<file path="config.mk">
export PLATFORM = sky130hd
export DESIGN_NAME = operand_fetch_block
export DESIGN_NICKNAME = d
export VERILOG_FILES = /design/src/rtl/operand_fetch_block.sv
export SDC_FILE = /design/constraint.sdc
export NUM_CORES = 1
export LEC_CHECK = 0
export ABC_AREA = 1
export ABC_CLOCK_PERIOD_IN_PS = 25200
export BUFFER_PORTS_ARGS = -buffer_cell sky130_fd_sc_hd__buf_2
export CAP_MARGIN = 10
export CORE_ASPECT_RATIO = 1.2
export CORE_MARGIN = 2
export CORE_UTILIZATION = 30
export CTS_CLUSTER_DIAMETER = 100
export DETAILED_ROUTE_END_ITERATION = 6
export PLACE_DENSITY = 0.46
export SYNTH_ARGS = -nofsm -noshare
export SYNTH_HDL_FRONTEND = slang
export SYNTH_SLANG_ARGS = --single-unit
</file>
<file path="constraint.sdc">
create_clock -name clk -period 25.2 [get_ports clk]
set_input_delay 3.78 -clock clk [delete_from_list [all_inputs] [get_ports clk]]
set_output_delay 3.78 -clock clk [all_outputs]
set_load 0.05 [all_outputs]
</file>
<file path="src/rtl/operand_fetch_block.sv">
// Register file + scoreboard operand fetch; bypasses same-cycle write-back results.
// Latency: operands registered 1 cycle after issue; write-back visible via bypass same cycle.
// Backpressure: combinational stall to decode on RAW/WAW hazard; write-back is never stalled.
module operand_fetch_block #(
    parameter int DATA_W = 16,
    parameter int ADDR_W = 4
) (
    input  logic              clk,
    input  logic              reset,
    input  logic              wb_en,
    input  logic [ADDR_W-1:0] wb_addr,
    input  logic [DATA_W-1:0] ans_wb,
    input  logic              dec_valid,
    input  logic [ADDR_W-1:0] rs_addr,
    input  logic [ADDR_W-1:0] rt_addr,
    input  logic [ADDR_W-1:0] rd_addr,
    input  logic              dec_writes,
    output logic              stall,
    output logic              op_valid,
    output logic [DATA_W-1:0] op_a,
    output logic [DATA_W-1:0] op_b,
    output logic [ADDR_W-1:0] op_rd
);
    localparam int NREG = 1 << ADDR_W;

    logic [DATA_W-1:0] regs [NREG];
    logic [NREG-1:0]   pend;
    logic [NREG-1:0]   pend_nxt;

    logic [DATA_W-1:0] rs_dat;
    logic [DATA_W-1:0] rt_dat;
    logic              rs_haz;
    logic              rt_haz;
    logic              waw_haz;
    logic              issue;

    // Source A lookup: R0 is zero, bypass beats the scoreboard, pending means hazard
    always_comb begin
        rs_dat = '0;
        rs_haz = 1'b0;
        if (rs_addr == '0) begin
            rs_dat = '0;
        end else if (wb_en && (wb_addr == rs_addr)) begin
            rs_dat = ans_wb;
        end else if (pend[rs_addr]) begin
            rs_haz = 1'b1;
        end else begin
            rs_dat = regs[rs_addr];
        end
    end

    // Source B lookup: same rules as source A
    always_comb begin
        rt_dat = '0;
        rt_haz = 1'b0;
        if (rt_addr == '0) begin
            rt_dat = '0;
        end else if (wb_en && (wb_addr == rt_addr)) begin
            rt_dat = ans_wb;
        end else if (pend[rt_addr]) begin
            rt_haz = 1'b1;
        end else begin
            rt_dat = regs[rt_addr];
        end
    end

    // Stall decision: a second outstanding write to one register is refused
    // unless the first one retires this very cycle
    always_comb begin
        waw_haz = dec_writes && (rd_addr != '0) && pend[rd_addr]
                  && !(wb_en && (wb_addr == rd_addr));
        stall   = dec_valid && (rs_haz || rt_haz || waw_haz);
        issue   = dec_valid && !stall;
    end

    // Scoreboard next state: clear on write-back first so a same-cycle issue set wins
    always_comb begin
        pend_nxt = pend;
        if (wb_en) begin
            pend_nxt[wb_addr] = 1'b0;
        end
        if (issue && dec_writes && (rd_addr != '0)) begin
            pend_nxt[rd_addr] = 1'b1;
        end
        pend_nxt[0] = 1'b0;
    end

    // Scoreboard register
    always_ff @(posedge clk or posedge reset) begin
        if (reset) begin
            pend <= '0;
        end else begin
            pend <= pend_nxt;
        end
    end

    // Register file write port; write-back is never held off by stall, R0 is never written
    always_ff @(posedge clk or posedge reset) begin
        if (reset) begin
            for (int i = 0; i < NREG; i++) begin
                regs[i] <= '0;
            end
        end else if (wb_en && (wb_addr != '0)) begin
            regs[wb_addr] <= ans_wb;
        end
    end

    // Operand output register: loads on issue, otherwise holds data and drops valid
    always_ff @(posedge clk or posedge reset) begin
        if (reset) begin
            op_valid <= 1'b0;
            op_a     <= '0;
            op_b     <= '0;
            op_rd    <= '0;
        end else begin
            op_valid <= issue;
            if (issue) begin
                op_a  <= rs_dat;
                op_b  <= rt_dat;
                op_rd <= rd_addr;
            end
        end
    end
endmodule

</file>
==> flow_summary.yaml <==
floorplan:
  coreArea_mm2: 0.0571
  initial_core_util_pct: 30.2
  die_area_mm2: 0.0594
  die_w_um: 223
  die_y_um: 267
  row_count: 96
  io_pins: 75
timing:
  setup_tns_ps: 0
  fin_crit_sh_pct: 43.1
  worst_pin_slew_ps: 1090
  fmax_mhz: 92.0
  hold_slack_ps: 378
  relSlewSlack_pct: 27.2
  rsz0062_at_grt: "no"
  final_max_slew_viol_count: 0
  worst_clock_skew_ps: 20.9
  worst_slack_ps: 14330
  finalHoldViolations: 0
  layout_min_cycle_time_ps: 10870
  setup_viol: 0
cts:
  h-tree-depth: 2
  numCtsBuffers: 35
  clock_tree.buffer_depth: 3
  cts_resized: 0
  cts.clk_slew.worst_paths_ps: 60
  clkLatencyLatePin_ps: 540
  post_cts_buffers: 0
  cts_tree: "done"
  hold_buffers: 0
  cts.sinks: 308
  cts_root_buffer: "clkbuf_16"
setup_path:
  slowest_delay_ps: 870
  cp_slowest_cell: "buf_4"
  critPathKind: "primary input to output port"
  cp.required_ps: 21420
  path_common_cell: "nand2_1"
  cp-start-kind: "primary input"
  crit_family: "buffers and inverters"
  end_kind: "output port"
  worst_ep_arrival_time_ps: 7090
  cp_num_buf_inv: 4
  path_cells: "buf_6, buf_4, o21ai_0, nand2_1, nand3_1, nand2_1, nand2_1, nand2_2, nand2_4, o21ai_0, inv_1, buf_2"
  critPathMaxFanout: 119
logic_synthesis:
  synth_fp_nets: 2467
  ys_types: 27
  syn_area_per_cell_um2: 7.10
  yosysTopAreaCellShare_pct: 44.7
  ys_ff_latch: 308
  syn_area_mm2: 0.0172
  yosys_warnings: 0
  ys_top_cells_by_area: "dfrtp_1, nand2_1, o21ai_0, a21oi_1, o211ai_1"
  syn_inst: 2430
  yosys.area.top_type: "dfrtp_1"
  ys_seq_area_share_pct: 44.7
global_route:
  grt_pass1_wl_um: 101000
  grt_overflow: 0
  grt_pass1_vias: 15800
  antenna_found_initial: 0
  grt_start_max_net_pins: 120
  grt_use_total_pct: 22.2
cells_and_area:
  syn2layout_area_growth_pct: 11.1
  drive_above_1_share_pct: 8.25
  nets: 2411
  diodes: 0
  fillCellCount: 6024
  final_cells: 3135
drt:
  via_count: 16400
  finalWirelength_um: 66100
  route.met2.wl_um: 31100
  top_layer: "met4"
  met3_wirelength_um: 3870
  wl_per_cell_um: 21.1
  ant_nets: 0
  m1WireLength_um: 29100
  vias_per_cell: 5.22
  drcViolationCount: 0
  drt_iter0_drc: 1603
  first_pass_iters: 7
power:
  p_per_area_mw_per_mm2: 83.1
  leakagePower_nw: 9.12
  peakVddDrop_mv: 0.0548
placement:
  dp.cells: 3072
  pre_cts_slack_ps: 14450
  hpwl_um: 41600
  port-buffer-count: 74
  routabilityCongestion: 0.871
outcome:
  status: "complete, no violations"
min_path:
  worst_hold_path_type: "flop to flop"
flow_run:
  cap_violations: 0
-- final cells by class --
type	instances	area (um2)	area share [%]
clock inverters	13	155	0.810
repair buffers	108	639	3.34
flip-flops and latches	308	7710	40.2
inverters	199	754	3.94
multi-input cells	1722	7930	41.4
clock buffers	50	1040	5.45
well taps	735	920	4.80
-- final timing paths --
kind / startpoint / to / slack [ps] / cells past startpoint
hold / removal: regs[242] / regs[242] / 380 / 0
setup / recovery: rs_addr[0] / stall / 14330 / 12
max in group asynchronous: reset / regs[135] / 20100 / 3
hold reg to reg: regs[242] / regs[242] / 380 / 0
min in group asynchronous: reset / regs[179] / 3390 / 2
setup reg to reg: pend[3] / op_a[12] / 22670 / 12
-- cells by family (layout without fill, tap and decap cells) --
| group | count (synthesis) | after routing | synth area share, % |
|---|---|---|---|
| compound gates | 680 | 680 | 21.2 |
| simple gates | 1039 | 1039 | 24.5 |
| xor+xnor | 3 | 3 | 0.152 |
| flops | 308 | 308 | 44.7 |
| buf+inv | 400 | 370 | 9.44 |
-- placed cells by master, fill, tap and decap left out, drive strengths merged --
master	instances
nand2	719
o21ai	378
dfrtp	308
a21oi	197
inv	197
nand3	153
nor2	141
buf	108
o211ai	103
clkbuf	50
nand4	22
clkinv	12
xnor2	3
bufinv	3
nor3	3
o22ai	2
nor4	1
-- synth_stat cells (all sizes together) --
master and n:
a21oi 197, buf 66, clkbuf 135, clkinv 3, dfrtp 308, inv 196, nand2 719, nand3 153
nand4 22, nor2 141, nor3 3, nor4 1, o211ai 103, o21ai 378, o22ai 2, xnor2 3
-- through the flow --
stage | util, % | instance area [um2] | total power [mW]
CTS | 33.6 | 19200 | 1.61
global route | 33.6 | 19200 | 1.69
floorplan | - | 17200 | 0.936
global placement | 31.5 | 18000 | 1.05
finish | 33.6 | 19200 | 1.59
detailed placement | 31.5 | 18000 | 1.06
-- routing by layer --
layer,vias to the layer above,GRT usage [%]
li1,7854,-
met1,7817,29.6
met2,592,37.4
met3,100,2.88
met4,0,7.27
met5,-,0
-- report_power, final --
part	switching [mW]	internal (mW)	total, mW	leakage (nW)
clock network	0.221	0.320	0.541	0.599
registers	0.0660	0.598	0.664	3.87
logic	0.275	0.111	0.386	4.65
total	0.562	1.03	1.59	9.12
-- flip-flops by register name (all words and copies together), names as in the netlist --
register and count:
op_a 16, pend 15, regs 256, op_valid 1
op_b 16, op_rd 4
No activity file was read; power rests on OpenSTA's default activity.
